File: src/rtl/uart_tx_buffered_pkg.sv
// rtl/uart_tx_buffered_pkg.sv - shared FSM encodings and width helpers for the buffered UART transmitter
package uart_tx_buffered_pkg;

    typedef enum logic [2:0] {
        IDLE   = 3'd0,
        START  = 3'd1,
        DATA   = 3'd2,
        PARITY = 3'd3,
        STOP   = 3'd4
    } tx_state_t;

    function automatic int clog2(input int value);
        int r;
        r = 0;
        while ((1 << r) < value) begin
            r = r + 1;
        end
        return r;
    endfunction

    // A counter must be at least one bit wide even when it only ever holds 0.
    function automatic int cnt_width(input int value);
        return (clog2(value) < 1) ? 1 : clog2(value);
    endfunction

    function automatic int symbol_cycles(input int clock_freq, input int baud_rate);
        return clock_freq / baud_rate;
    endfunction

endpackage

File: src/rtl/sync_fifo.sv
// rtl/sync_fifo.sv - synchronous FIFO with a registered push_ready, shared by the transmit and receive paths
module sync_fifo
    import uart_tx_buffered_pkg::*;
#(
    parameter int WIDTH = 8,
    parameter int DEPTH = 8
) (
    input  logic                   clk,
    input  logic                   rst,
    input  logic                   push,
    input  logic [WIDTH-1:0]       push_data,
    output logic                   push_ready,
    input  logic                   pop,
    output logic [WIDTH-1:0]       pop_data,
    output logic                   full,
    output logic                   empty,
    output logic [clog2(DEPTH):0]  count
);

    localparam int PTR_W = cnt_width(DEPTH);
    localparam int CNT_W = clog2(DEPTH) + 1;

    logic [WIDTH-1:0] mem [DEPTH];
    logic [PTR_W-1:0] wr_ptr;
    logic [PTR_W-1:0] rd_ptr;
    logic [CNT_W-1:0] count_d;
    logic             push_ok;
    logic             pop_ok;

    // push_ready only reflects state left by the previous edge, so a pop cannot free a slot in the same cycle.
    assign push_ok  = push && push_ready;
    assign pop_ok   = pop && !empty;
    assign full     = (count == CNT_W'(DEPTH));
    assign empty    = (count == '0);
    assign pop_data = mem[rd_ptr];

    always_comb begin
        count_d = count;
        case ({push_ok, pop_ok})
            2'b10:   count_d = count + CNT_W'(1);
            2'b01:   count_d = count - CNT_W'(1);
            default: count_d = count;
        endcase
    end

    always_ff @(posedge clk) begin
        if (push_ok) begin
            mem[wr_ptr] <= push_data;
        end
    end

    always_ff @(posedge clk or posedge rst) begin
        if (rst) begin
            wr_ptr     <= '0;
            rd_ptr     <= '0;
            count      <= '0;
            push_ready <= 1'b0;
        end else begin
            if (push_ok) begin
                wr_ptr <= wr_ptr + PTR_W'(1);
            end
            if (pop_ok) begin
                rd_ptr <= rd_ptr + PTR_W'(1);
            end
            count      <= count_d;
            push_ready <= (count_d != CNT_W'(DEPTH));
        end
    end

endmodule

File: src/rtl/uart_tx_buffered.sv
// rtl/uart_tx_buffered.sv - FIFO-buffered 8N1 UART transmitter; UART_TX_PARITY_EN adds an even-parity bit (8E1)
module uart_tx_buffered
    import uart_tx_buffered_pkg::*;
#(
    parameter int CLOCK_FREQ = 50_000_000,
    parameter int BAUD_RATE  = 115_200,
    parameter int FIFO_DEPTH = 8
) (
    input  logic                        clk,
    input  logic                        rst,
    input  logic [7:0]                  data_in,
    input  logic                        data_in_valid,
    output logic                        data_in_ready,
    output logic                        serial_out,
    output logic                        busy,
    output logic [clog2(FIFO_DEPTH):0]  fifo_count
);

    localparam int SYMBOL_CYCLES = symbol_cycles(CLOCK_FREQ, BAUD_RATE);
    localparam int CYC_W         = cnt_width(SYMBOL_CYCLES);
    localparam logic [CYC_W-1:0] CYC_LAST = CYC_W'(SYMBOL_CYCLES - 1);

    tx_state_t        state_q, state_d;
    logic [CYC_W-1:0] cyc_q, cyc_d;
    logic [2:0]       bit_q, bit_d;
    logic [7:0]       shift_q, shift_d;
    logic             serial_q, serial_d;
    logic             symbol_done;
    logic             fifo_pop;
    logic             fifo_full;
    logic             fifo_empty;
    logic [7:0]       fifo_data;
`ifdef UART_TX_PARITY_EN
    logic             parity_q;
`endif

    sync_fifo #(
        .WIDTH (8),
        .DEPTH (FIFO_DEPTH)
    ) u_fifo (
        .clk        (clk),
        .rst        (rst),
        .push       (data_in_valid && !fifo_full),
        .push_data  (data_in),
        .push_ready (data_in_ready),
        .pop        (fifo_pop),
        .pop_data   (fifo_data),
        .full       (fifo_full),
        .empty      (fifo_empty),
        .count      (fifo_count)
    );

    assign symbol_done = (cyc_q == CYC_LAST);
    assign serial_out  = serial_q;
    assign busy        = (state_q != IDLE) || (fifo_count != '0);

    // serial_d is the level for the state just entered; it reaches the pin one edge later through serial_q.
    always_comb begin
        state_d  = state_q;
        cyc_d    = cyc_q;
        bit_d    = bit_q;
        shift_d  = shift_q;
        fifo_pop = 1'b0;
        serial_d = 1'b1;
        if (state_q != IDLE) begin
            cyc_d = symbol_done ? '0 : cyc_q + CYC_W'(1);
        end
        case (state_q)
            IDLE: begin
                if (!fifo_empty) begin
                    fifo_pop = 1'b1;
                    shift_d  = fifo_data;
                    cyc_d    = '0;
                    bit_d    = '0;
                    state_d  = START;
                end
            end
            START: begin
                serial_d = 1'b0;
                if (symbol_done) begin
                    state_d = DATA;
                end
            end
            DATA: begin
                serial_d = shift_q[0];
                if (symbol_done) begin
                    shift_d = {1'b0, shift_q[7:1]};
                    bit_d   = bit_q + 3'd1;
                    if (bit_q == 3'd7) begin
`ifdef UART_TX_PARITY_EN
                        state_d = PARITY;
`else
                        state_d = STOP;
`endif
                    end
                end
            end
`ifdef UART_TX_PARITY_EN
            PARITY: begin
                serial_d = parity_q;
                if (symbol_done) begin
                    state_d = STOP;
                end
            end
`endif
            STOP: begin
                serial_d = 1'b1;
                if (symbol_done) begin
                    state_d = IDLE;
                end
            end
            default: begin
                state_d = IDLE;
            end
        endcase
    end

    always_ff @(posedge clk or posedge rst) begin
        if (rst) begin
            state_q  <= IDLE;
            cyc_q    <= '0;
            bit_q    <= '0;
            shift_q  <= '0;
            serial_q <= 1'b1;
        end else begin
            state_q  <= state_d;
            cyc_q    <= cyc_d;
            bit_q    <= bit_d;
            shift_q  <= shift_d;
            serial_q <= serial_d;
        end
    end

`ifdef UART_TX_PARITY_EN
    always_ff @(posedge clk or posedge rst) begin
        if (rst) begin
            parity_q <= 1'b0;
        end else if (fifo_pop) begin
            parity_q <= ^fifo_data;
        end
    end
`endif

endmodule

File: config.mk
export PLATFORM = sky130hd
export DESIGN_NAME = uart_tx_buffered
export DESIGN_NICKNAME = d
export VERILOG_FILES = /design/src/rtl/uart_tx_buffered_pkg.sv /design/src/rtl/sync_fifo.sv /design/src/rtl/uart_tx_buffered.sv
export SDC_FILE = /design/constraint.sdc
export NUM_CORES = 1
export LEC_CHECK = 0
export BUFFER_PORTS_ARGS = -buffer_cell sky130_fd_sc_hd__buf_4
export CORE_MARGIN = 1.5
export CORE_UTILIZATION = 40
export DETAILED_ROUTE_END_ITERATION = 10
export GPL_TIMING_DRIVEN = 0
export MAX_ROUTING_LAYER = met4
export PLACE_DENSITY = 0.59
export SKIP_CTS_REPAIR_TIMING = 1
export SYNTH_ARGS = -nofsm -noshare
export SYNTH_HDL_FRONTEND = slang
export SYNTH_SLANG_ARGS = --single-unit
File: constraint.sdc
create_clock -name clk -period 3.1 [get_ports clk]
set_clock_uncertainty 0.2 [all_clocks]
set_input_delay 0.62 -clock clk [delete_from_list [all_inputs] [get_ports clk]]
set_output_delay 0.62 -clock clk [all_outputs]
set_load 0.01 [all_outputs]
==> metrics.md <==
| Metric | Value |
|---|---|
| Post-Syn Nets | `313` |
| Setup CP Type | `flip-flop to primary output` |
| Pwr Density | `743 nW/um^2` |
| I/O pin count | `18` |
| P_leak | `0.00181 uW` |
| Global route total overflow | `0` |
| Met1 usage | `0.198` |
| Largest net degree at the start of global routing | `23` |
| Vias in the first global route | `2,418` |
| Die height | `107 um` |
| DP Worst Slack | `0.0460 ns` |
| DRT Pass-1 Iters | `4` |
| CTS tree | `built` |
| N_diodes | `0` |
| Top_reg_cell synth | `edfxtp_1` |
| Worst EP arrival | `2.09 ns` |
| WP data required | `2.28 ns` |
| Final period util | `0.937` |
| Slew Limit Fails | `0` |
| Number of distinct library cells after synthesis | `46` |
| Synth Warn # | `0` |
| Final setup violation count | `0` |
| Clock latency on the worst-skew pair | `0.37 ns` |
| # port buffers | `17` |
| Initial core utilization | `0.415` |
| Synth Area per Inst | `14.7 sq um` |
| DRC violation total after the first TritonRoute iteration | `123` |
| CORE AREA | `10,400 sq um` |
| First-pass GRT wire length | `12,800 um` |
| Crit-path max FO | `8` |
| Final WL | `7710 um` |
| Yosys top cell area share | `0.445` |
| Clock tree buffer depth | `2` |
| Met3 GRT Util | `0.0413` |
| DR vias/cell | `5.22` |
| DP HPWL | `5070 um` |
| Most frequent cell after synthesis | `edfxtp_1` |
| Area of the multi-input gates | `1410 sq um` |
| Register area share after synthesis | `0.648` |
| Remaining antenna violation count | `0` |
| Clock Tree Root | `clkbuf_8` |
| FF+latch area | `2800 sq um` |
| Cells after DPL | `449` |
| Sink Count | `99` |
| Final Non-Filler Cells | `465` |
| Initial antenna violation count | `0` |
| Residual DRC count | `0` |
| Gate Count Post-Synth | `294` |
| Row count | `37` |
| GP Congestion | `0.770` |
| Routed len/inst | `16.6 um` |
| Top post-synthesis cells by area | `edfxtp_1 (45%), dfrtp_1 (20%), mux4_2 (8.3%)` |
| Fin worst setup slack | `0.194 ns` |
| Post-Syn Area | `4320 sq um` |
| Worst Setup Start Kind | `flip-flop` |
| Worst Setup End Kind | `primary output` |
| RSZ-0062 raised after global routing | `no` |
| Fillers | `919` |
| VDD IR max | `0.454 mV` |
| Ys async rst share | `0.354` |
| Synth Register Bits | `99` |
| CTS Buf Count | `9` |
| GR Layer Usage met2 | `0.243` |
| Die area | `11,400 sq um` |
| Min Tclk post-route | `2.91 ns` |
| Total Routing Usage GR | `0.155` |
| Gr busiest metal | `met2` |
| Layout area overhead | `12.9%` |
| Status | `complete, no violations` |
| Nets | `343` |
| Share of cells above drive strength 1 | `0.219` |
| Final Hold Viols | `0` |
| Worst-Margin Slew | `0.912 ns` |
| Synth top cells by count | `edfxtp_1 (64), dfrtp_1 (34), nand2_1 (28)` |
| H-tree Lvls | `3` |
| Total power | `3620 uW` |
| Routed via count | `2,426` |
| Leading area contributor after synthesis | `edfxtp_1` |
| Hold Path Class | `input port to asynchronous set/reset pin` |
| Setup tns final | `0 ns` |
| Clock transition at path regs | `0.10 ns` |
| Max-cap viol count | `0` |
| Max_slew headroom | `0.390` |
| FMAX | `344 MHz` |
| Die Wd | `107 um` |
| EDFF count, synth | `64` |
==> cell families after synthesis <==
logic type,synth area share
xor gates and xnor gates,0.0264
AOI/OAI and AO/OA,0.0719
adders and majority gates,0.0232
muxes,0.105
and+or+nand+nor,0.0945
buffers and inverters,0.0313
DFF,0.648
==> stage by stage <==
stage / hold slack, ns / area [sq um] / utilization
floorplan: 0.250 / 4320 / -
global placement: 0.260 / 4620 / 0.443
detailed placement: 0.266 / 4680 / 0.449
CTS: 0.124 / 4870 / 0.468
global route: 0.165 / 4870 / 0.468
finish: 0.117 / 4870 / 0.468
==> power breakdown <==
part | switching, uW | total, uW | internal [uW]
clock | 494 | 810 | 316
sequential | 170 | 1840 | 1670
combinational | 506 | 971 | 464
==> layer usage <==
| metal | vias to the layer above | part of all wire |
|---|---|---|
| li1 | 1162 | - |
| met1 | 1210 | 0.46 |
| met2 | 47 | 0.49 |
| met4 | 0 | 0.011 |
| met3 | 7 | 0.039 |
| met5 | - | 0 |
==> layout make-up <==
class | count | share of cell area
Buffer | 15 | 0.0185
Clock buffer | 9 | 0.0254
Clock inverter | 7 | 0.0144
Inverter | 12 | 0.00924
Multi-Input combinational cell | 168 | 0.290
Sequential cell | 99 | 0.574
Tap cell | 136 | 0.0349
Timing Repair Buffer | 19 | 0.0334
==> cells in the final DEF (no fill, tap or decap), types with 2 or more instances in the layout <==
| master | instances |
|---|---|
| buf_6 | 4 |
| nand2b_1 | 7 |
| a21oi_1 | 6 |
| nor3_2 | 4 |
| inv_8 | 3 |
| o21ai_0 | 15 |
| mux2i_1 | 8 |
| nand3_1 | 2 |
| a221oi_1 | 7 |
| buf_2 | 3 |
| nand4b_1 | 2 |
| nor3_1 | 2 |
| or3_1 | 2 |
| inv_1 | 11 |
| nand3b_1 | 4 |
| edfxtp_1 | 64 |
| mux4_2 | 16 |
| clkbuf_1 | 5 |
| and3_1 | 4 |
| clkinv_1 | 2 |
| buf_4 | 18 |
| xor2_1 | 5 |
| ha_1 | 8 |
| xnor2_1 | 8 |
| nand2_1 | 28 |
| dfrtp_1 | 34 |
| buf_1 | 3 |
| clkbuf_8 | 9 |
| a21o_1 | 7 |
| nor2_1 | 12 |
==> final timing paths <==
kind                                      start                 to  slack [ns]  depth (start not counted)
min in group clk                     data_in[7]   u_fifo.mem[3][7]        0.27                          1
worst min register to register       shift_q[1]         shift_q[1]        0.29                          1
max in group asynchronous                   rst         serial_out        1.97                          3
worst min-delay path                        rst    u_fifo.count[0]        0.12                          2
worst max register to register  u_fifo.count[2]  u_fifo.push_ready        0.20                         11
worst max-delay path            u_fifo.count[2]               busy        0.19                          6
==> sequential cells by signal (all words and copies together), names as in the netlist <==
register,flops
u_fifo.mem,64
cyc_q,9
shift_q,8
u_fifo.count,4
bit_q,3
state_q,3
u_fifo.rd_ptr,3
u_fifo.wr_ptr,3
serial_out,1
u_fifo.push_ready,1
==> critical path: stages (launching register included) <==
cell and delay [ns]:
dfrtp_1 0.40, buf_6 0.14, or4_1 0.50, buf_2 0.17, nor2_2 0.18, inv_1 0.15, buf_4 0.17
No activity file was read; power rests on OpenSTA's default activity.
